$ cat config.mk
export PLATFORM = sky130hd
export DESIGN_NAME = branch_predict_unit_flat
export DESIGN_NICKNAME = d
export VERILOG_FILES = /design/src/rtl/branch_predict_if.sv /design/src/rtl/branch_predict_unit.sv /design/src/flat_wrapper.sv
export SDC_FILE = /design/constraint.sdc
export NUM_CORES = 1
export LEC_CHECK = 0
export ABC_AREA = 1
export CORE_ASPECT_RATIO = 1.2
export CORE_UTILIZATION = 48
export DETAILED_ROUTE_END_ITERATION = 8
export HOLD_SLACK_MARGIN = 0.06
export PLACE_DENSITY = 0.78
export REMOVE_ABC_BUFFERS = 1
export SLEW_MARGIN = 20
export SYNTH_ARGS = -nofsm -noshare
export SYNTH_HDL_FRONTEND = slang
export SYNTH_HIERARCHICAL = 1
export SYNTH_SLANG_ARGS = --single-unit
$ cat constraint.sdc
create_clock -name clk -period 15.1 [get_ports clk]
set_clock_uncertainty 0.05 [all_clocks]
set_input_delay 2.265 -clock clk [delete_from_list [all_inputs] [get_ports clk]]
set_output_delay 2.265 -clock clk [all_outputs]
set_load 0.01 [all_outputs]
$ cat src/rtl/branch_predict_if.sv
// Branch predictor bus: fetch-side prediction lookup, EX-side resolve
// inputs, resolved outcome and statistics.
//   master: drives fetch_pc, ex_valid, ex_inst, ex_pc, ex_pred, data_a, data_b
//   slave : drives pred_taken, br_taken, mispredict, branch_cnt, mispred_cnt
interface branch_predict_if #(
    parameter int XLEN  = 32,
    parameter int CNT_W = 32
);
    logic [XLEN-1:0]  fetch_pc;
    logic             pred_taken;
    logic             ex_valid;
    logic [31:0]      ex_inst;
    logic [XLEN-1:0]  ex_pc;
    logic             ex_pred;
    logic [XLEN-1:0]  data_a;
    logic [XLEN-1:0]  data_b;
    logic             br_taken;
    logic             mispredict;
    logic [CNT_W-1:0] branch_cnt;
    logic [CNT_W-1:0] mispred_cnt;

    modport master (
        output fetch_pc, ex_valid, ex_inst, ex_pc, ex_pred, data_a, data_b,
        input  pred_taken, br_taken, mispredict, branch_cnt, mispred_cnt
    );

    modport slave (
        input  fetch_pc, ex_valid, ex_inst, ex_pc, ex_pred, data_a, data_b,
        output pred_taken, br_taken, mispredict, branch_cnt, mispred_cnt
    );
endinterface

$ cat src/rtl/branch_predict_unit.sv
// Bimodal branch predictor with EX-stage branch resolution.
//   clk, rst : rising-edge clock, synchronous active-high reset
//   bp       : branch_predict_if slave
//              fetch_pc -> pred_taken (combinational table read)
//              ex_* / data_a / data_b -> br_taken, mispredict (combinational)
//              branch_cnt, mispred_cnt: saturating statistics
// Contains bht_ctr, one 2-bit saturating counter per table entry.

module bht_ctr (
    input  logic       clk,
    input  logic       rst,
    input  logic       upd_i,
    input  logic       taken_i,
    output logic [1:0] ctr_o
);
    logic [1:0] ctr_q, ctr_d;

    always_comb begin
        ctr_d = ctr_q;
        if (upd_i) begin
            if (taken_i && ctr_q != 2'b11)       ctr_d = ctr_q + 2'b01;
            else if (!taken_i && ctr_q != 2'b00) ctr_d = ctr_q - 2'b01;
        end
    end

    // Reset lands on weakly-not-taken so a single taken flips the prediction.
    always_ff @(posedge clk) begin
        if (rst) ctr_q <= 2'b01;
        else     ctr_q <= ctr_d;
    end

    assign ctr_o = ctr_q;
endmodule

module branch_predict_unit #(
    parameter int XLEN        = 32,
    parameter int BHT_ENTRIES = 64,
    parameter int CNT_W       = 32
) (
    input  logic             clk,
    input  logic             rst,
    branch_predict_if.slave  bp
);
    localparam int IDX = $clog2(BHT_ENTRIES);
    localparam logic [6:0] OP_BRANCH = 7'b1100011;

    logic [2:0]     funct3;
    logic           funct_ok, cond, is_br, br_taken;
    logic [IDX-1:0] fetch_idx, ex_idx;
    logic [BHT_ENTRIES-1:0][1:0] ctr;
    logic [CNT_W-1:0] branch_cnt_q, branch_cnt_d, mispred_cnt_q, mispred_cnt_d;

    assign funct3 = bp.ex_inst[14:12];

    always_comb begin
        funct_ok = 1'b1;
        cond     = 1'b0;
        case (funct3)
            3'b000:  cond = (bp.data_a == bp.data_b);
            3'b001:  cond = (bp.data_a != bp.data_b);
            3'b100:  cond = ($signed(bp.data_a) <  $signed(bp.data_b));
            3'b101:  cond = ($signed(bp.data_a) >= $signed(bp.data_b));
            3'b110:  cond = (bp.data_a <  bp.data_b);
            3'b111:  cond = (bp.data_a >= bp.data_b);
            default: funct_ok = 1'b0;
        endcase
    end

    assign is_br    = bp.ex_valid && (bp.ex_inst[6:0] == OP_BRANCH) && funct_ok;
    assign br_taken = is_br && cond;

    // Word-aligned PCs: bits [1:0] carry no information.
    assign fetch_idx = bp.fetch_pc[IDX+1:2];
    assign ex_idx    = bp.ex_pc[IDX+1:2];

    for (genvar i = 0; i < BHT_ENTRIES; i++) begin : g_bht
        bht_ctr u_ctr (
            .clk     (clk),
            .rst     (rst),
            .upd_i   (is_br && (ex_idx == IDX'(i))),
            .taken_i (br_taken),
            .ctr_o   (ctr[i])
        );
    end

    // Reads the registered counter, so a same-cycle update is not bypassed.
    assign bp.pred_taken = ctr[fetch_idx][1];

    always_comb begin
        branch_cnt_d  = branch_cnt_q;
        mispred_cnt_d = mispred_cnt_q;
        if (is_br && !(&branch_cnt_q))
            branch_cnt_d = branch_cnt_q + 1'b1;
        if (bp.mispredict && !(&mispred_cnt_q))
            mispred_cnt_d = mispred_cnt_q + 1'b1;
    end

    always_ff @(posedge clk) begin
        if (rst) begin
            branch_cnt_q  <= '0;
            mispred_cnt_q <= '0;
        end else begin
            branch_cnt_q  <= branch_cnt_d;
            mispred_cnt_q <= mispred_cnt_d;
        end
    end

    assign bp.br_taken    = br_taken;
    assign bp.mispredict  = is_br && (br_taken ^ bp.ex_pred);
    assign bp.branch_cnt  = branch_cnt_q;
    assign bp.mispred_cnt = mispred_cnt_q;

    // PC bits above the index and instruction fields outside opcode/funct3
    // are intentionally ignored.
    logic unused_bits;
    assign unused_bits = ^{bp.fetch_pc, bp.ex_pc, bp.ex_inst};
endmodule
$ cat src/flat_wrapper.sv
// flat-port wrapper written by rule: the top's interface ports become plain ports
module branch_predict_unit_flat 
#(
    parameter int XLEN        = 32,
    parameter int BHT_ENTRIES = 64,
    parameter int CNT_W       = 32
)
  (clk, rst, bp_fetch_pc, bp_ex_valid, bp_ex_inst, bp_ex_pc, bp_ex_pred, bp_data_a, bp_data_b, bp_pred_taken, bp_br_taken, bp_mispredict, bp_branch_cnt, bp_mispred_cnt);
  branch_predict_if #(.XLEN(XLEN), .CNT_W(CNT_W)) bp_i ();
  input  logic clk;
  input  logic rst;
  input wire logic [$bits(bp_i.fetch_pc)-1:0] bp_fetch_pc;
  input wire logic [$bits(bp_i.ex_valid)-1:0] bp_ex_valid;
  input wire logic [$bits(bp_i.ex_inst)-1:0] bp_ex_inst;
  input wire logic [$bits(bp_i.ex_pc)-1:0] bp_ex_pc;
  input wire logic [$bits(bp_i.ex_pred)-1:0] bp_ex_pred;
  input wire logic [$bits(bp_i.data_a)-1:0] bp_data_a;
  input wire logic [$bits(bp_i.data_b)-1:0] bp_data_b;
  output wire logic [$bits(bp_i.pred_taken)-1:0] bp_pred_taken;
  output wire logic [$bits(bp_i.br_taken)-1:0] bp_br_taken;
  output wire logic [$bits(bp_i.mispredict)-1:0] bp_mispredict;
  output wire logic [$bits(bp_i.branch_cnt)-1:0] bp_branch_cnt;
  output wire logic [$bits(bp_i.mispred_cnt)-1:0] bp_mispred_cnt;
  assign bp_i.fetch_pc = bp_fetch_pc;
  assign bp_i.ex_valid = bp_ex_valid;
  assign bp_i.ex_inst = bp_ex_inst;
  assign bp_i.ex_pc = bp_ex_pc;
  assign bp_i.ex_pred = bp_ex_pred;
  assign bp_i.data_a = bp_data_a;
  assign bp_i.data_b = bp_data_b;
  assign bp_pred_taken = bp_i.pred_taken;
  assign bp_br_taken = bp_i.br_taken;
  assign bp_mispredict = bp_i.mispredict;
  assign bp_branch_cnt = bp_i.branch_cnt;
  assign bp_mispred_cnt = bp_i.mispred_cnt;
  branch_predict_unit #(.XLEN(XLEN), .BHT_ENTRIES(BHT_ENTRIES), .CNT_W(CNT_W)) u_core (.clk(clk), .rst(rst), .bp(bp_i));
endmodule
[After elaboration in Yosys (flattened, before gate mapping)]
Index checks and enable logic that the tools add are counted.
Word-level totals
  register bits after elaboration: 192
  bits of input ports: 164
  output and inout port bits: 67
  logic and storage cells: 867
Operators by class
  add/subtract/negate cells: 130
  order comparisons: 5
  equality and inequality tests: 135
  mux-type cells: 132
  bitwise operators: 1
  reduce and logical (&&, ||, !) cells: 398
Operator list (number)
  $mux 2: 129
  $reduce_bool 2->1: 128
  $logic_and 1x1->1: 198
  $eq 6x6->1 const B: 32
  $add 2x1->2 const B: 64
  $ne 2x2->1 const B: 64
  $reduce_and 2->1: 64
  $sub 2x1->2 const B: 64
  $eq 6x5->1 const B: 16
  $add 32x1->32 const B: 2
  $ge 32x32->1: 2
  $lt 32x32->1: 2
  $reduce_and 32->1: 2
  $eq 6x4->1 const B: 8
  $eq 32x32->1: 1
  $ne 32x32->1: 1
  $eq 6x3->1 const B: 4
  $bmux 2 s6: 1
  $eq 3x3->1 const B: 4
  $eq 6x2->1 const B: 2
  $eq 7x7->1 const B: 1
  $lt 6x7->1 const B: 1
  $eq 6x1->1 const B: 1
  $logic_not 6->1: 1
  other kinds (7): 9

[Depth between registers and ports, before layout]
  word-level depth: 9
  mapped depth: 23

[Cells and area by module]
Netlist, hierarchy kept.
By module, submodules not included
  bht_ctr: instances 64, cells each 18, area an instance 102.6 µm²
  branch_predict_unit: instances 1, cells each 1004, area an instance 5954.5 µm²

[Worst setup path before layout]
OpenSTA, ideal clock, no wires.
  path type: input port to output port
  start point: input bp_data_b[31]
  end point: output bp_br_taken
  arrival: 12.717 ns
  data required time: 12.785 ns
  slack: 0.068 ns
  cell stages on the path: 12
  path buffers: 0
  path through: inv_1 > ha_1 > nand2_1 > nor2_2 > nand2_2 > nor2_4 > nand2_1 > nand2_1 > nand2_1 > nand3_1 > nand2_1 > a21boi_0
On the way
  longest elaborated chain between the ends: 3
  elaborated cells between the ends (all ways): 8
  those cells by class: order compare: 4; eq/ne: 2; mux: 1; reduce/logical: 1
Ends and longest elaborated chain
  start: declaration: line flat_wrapper.sv:18  | input wire logic [$bits(bp_i.data_b)-1:0] bp_data_b;
  $ge 32x32->1, or another cell as far along: line branch_predict_unit.sv:64  | 3'b111: cond = (bp.data_a >= bp.data_b);
  $pmux 1 s6 *: line branch_predict_unit.sv:58  | case (funct3)
  $logic_and 1x1->1 *: line branch_predict_unit.sv:70  | assign br_taken = is_br && cond;
  end: declaration: line flat_wrapper.sv:20  | output wire logic [$bits(bp_i.br_taken)-1:0] bp_br_taken;
Mark *: on every way between the ends. The rest lies on a longest branch, timed or not.

[Worst setup path after layout]
  start point: input bp_data_b[23]
  end point: output bp_br_taken
Same word-level chain as after synthesis.

==> flow_summary.ini <==
[critical_path]
endpoint_kind = output pin
worstPathMaxFanout = 75
worstSetupPathType = primary input to output pin
setup.worst_path.end = bp_br_taken
cp_data_required_time_ns = 12.79
r2r_end = u_core/bp.mispred_cnt[18]
timing.rr.start = u_core/bp.mispred_cnt[0]
critPathLaunchType = primary input
rr_worst_depth = 16
crit_arrival_ns = 5.47
r2r_slack_ns = 12.41
critPathLaunch = bp_data_b[23]

[sta]
slew_viol_final = 0
slew_headroom_pct = 26.8
tns_ns = 0
rsz0062_at_grt = false
setup_viol = 0
fin_crit_ns = 7.79
tightest_slew_ns = 1.10
max_freq_ghz = 0.128
finalCritPeriodShare_pct = 51.6
finalHoldViolations = 0

[drt]
post_drt_wl_per_cell_um = 13.0
dr.pass1.iters = 6
vias_per_cell = 5.13
drcViolationCount = 0
drt-total-wl_um = 34400
drt_iter0_drc = 897
ant_nets = 0
via_count = 13600

[power_and_ir_drop]
sequentialPowerShare_pct = 47.6
power_switching_mw = 0.265
combPwrFrac_pct = 8.4
vdd_drop_max_mv = 0.0585
internal-power_mw = 0.799
p_total_mw = 1.06
power_density_mw_per_mm2 = 70.8
p_leak_nw = 6.62
p_clk_share_pct = 44.1
switching_share_pct = 24.9

[clocking]
htreeDepth = 4
cts_root_buffer = clkbuf_16
post-cts-setup-buffers = 0
cts_resized = 0
cts_tree = done
cts_made_buffers = 17
clk_pin_slew_ns = 0.07
insertion_delay_ns = 0.44
cts-hold-fix-buffers = 0
cts_max_path_buffers = 2
cts.sink_count = 192

[final_layout]
final_core_util_pct = 58.8
stdcell_count = 2653
final_cell_mix = 686 x nand2_1, 454 x nor2_1, 310 x inv_1, 192 x dfxtp_1, 155 x clkdlybuf4s50_1
area_growth_pct = 20.0
layout_commonest_cell = nand2_1
drive_above_1_share_pct = 3.10
insertedDiodeCount = 0
nNetsFinal = 2508

[floorplanning]
dieArea_mm2 = 0.0267
fp.dieW_um = 149
chipHeight_um = 179
row_count = 64
ios = 231
initial_core_util_pct = 49.0
core_mm2 = 0.0255

[global_routing]
grt_max_degree = 120
grt-ovfl-total = 0
first_global_vias = 12200
grt_pass1_wl_um = 55700
antenna_found_initial = 0
grt_use_total_pct = 25.7

[worst_hold_path]
hold_depth = 2
hold_path.class = flip-flop to flip-flop

[logic_synthesis]
synth_area_leaders = dfxtp_1 31%, nand2_1 21%, nor2_1 14%, inv_1 9.3%, o21ai_0 4.4%
synth_edf_count = 0
syn_area_per_cell_um2 = 5.81
ys.flop_type = dfxtp_1
syn_area_mm2 = 0.0125
synth_top_area_share_pct = 30.7
synth_cells = 2156
async_reset_ff_share_pct = 0
yosys.area.top_type = dfxtp_1
yosysUniqueCellTypes = 42
ys_ff_latch = 192
yosysSeqAreaShare_pct = 30.7
yosys_warnings = 6

[place]
dp_hpwl_um = 24200
gp_congestion = 0.976
dp.cells = 2621
io_buffers = 156

[run_status]
status = completed

[run]
maxCapViolCount = 0
[routing by layer]
| metal | wire length, µm | share of wire (%) | GRT usage [%] | up-vias |
|---|---|---|---|---|
| met2 | 17000 | 49 | 45.8 | 378 |
| li1 | - | - | - | 7024 |
| met5 | 0 | 0 | 0 | - |
| met1 | 14700 | 43 | 30.7 | 6123 |
| met3 | 1750 | 5.1 | 3.51 | 76 |
| met4 | 977 | 2.8 | 10.9 | 0 |
[cell families after synthesis]
family | count (synthesis) | synth area share, %
buffers and inverters | 342 | 10.4
DFF | 192 | 30.7
AOI/OAI and AO/OA | 212 | 9.22
and+or+nand+nor | 1337 | 43.5
adders and majority gates | 34 | 3.40
xor gates and xnor gates | 39 | 2.73
[flip-flops by register name, indices dropped and copies added, names as in the netlist]
register,flops
u_core/bp.mispred_cnt,32
u_core/bp.branch_cnt,32
u_core/g_bht.u_ctr/ctr_o,128
[power by group through the flow]
stage	sequential, mW	clock, mW	combinational [mW]
5_1_grt	0.506	0.499	0.0991
2_1_floorplan	0.518	0	0.0396
6_report	0.506	0.469	0.0891
3_5_place_dp	0.518	0	0.0883
3_3_place_gp	0.518	0	0.0866
4_1_cts	0.506	0.479	0.0889
[final cells by class]
class / instances / area (µm²)
multi-input combinational: 1622 / 7380
clock inverter: 12 / 149
fill: 2485 / 10500
clock buffer: 20 / 447
tap: 330 / 413
inverter: 315 / 1180
sequential: 192 / 3840
timing repair buffer: 162 / 1610
[cell usage after synthesis (2+ instances only)]
library cell  number
a21oi_1           55
a21oi_2            4
a31oi_1           13
buf_1              2
buf_6              2
clkbuf_1          21
dfxtp_1          192
ha_1              34
inv_1            310
inv_2              4
nand2_1          686
nand2_2            5
nand3_1           87
nand3_2            5
nand4_1           36
nor2_1           454
nor2_2             4
nor2_4             6
nor3_1            32
nor3_2             2
nor4_1            14
o21a_1             4
o21ai_0          109
o21ai_1            2
o22ai_1           18
o31ai_1            2
xnor2_1            6
xor2_1            33
[critical path, cell delays in order]
cell             delay [ns]
clkdlybuf4s50_1        0.46
inv_1                  0.04
ha_1                   0.28
nand2_1                0.07
nor2_1                 0.18
nand4_1                0.17
nor2_4                 0.13
nand2_1                0.12
nand2_1                0.08
nand2_1                0.06
nand3_1                0.06
nand2_1                0.12
a21boi_4               0.17
buf_4                  0.57
clkdlybuf4s50_1        0.66
[how the worst min path moves through the flow]
stage,start,end,slack (ns)
final,u_core/bp.mispred_cnt[27],u_core/bp.mispred_cnt[27],0.46
after global routing,u_core/bp.mispred_cnt[27],u_core/bp.mispred_cnt[27],0.49
after CTS,u_core/bp.branch_cnt[28],u_core/bp.branch_cnt[28],0.46
after detailed placement,u_core/bp.branch_cnt[28],u_core/bp.branch_cnt[28],0.44
after global placement,u_core/bp.branch_cnt[28],u_core/bp.branch_cnt[28],0.43
after floorplan,u_core/g_bht[10].u_ctr/ctr_o[0],u_core/g_bht[10].u_ctr/ctr_o[0],0.43
[per-stage QoR]
stage | worst slack, ns | area, µm² | hold WS, ns
after floorplan | 0.0681 | 12400 | 0.431
after global placement | 7.34 | 14400 | 0.433
after detailed placement | 7.30 | 14400 | 0.440
after CTS | 7.31 | 15000 | 0.455
after global routing | 7.02 | 15000 | 0.486
final | 7.31 | 15000 | 0.461
Power figures use the tool's default switching activity.
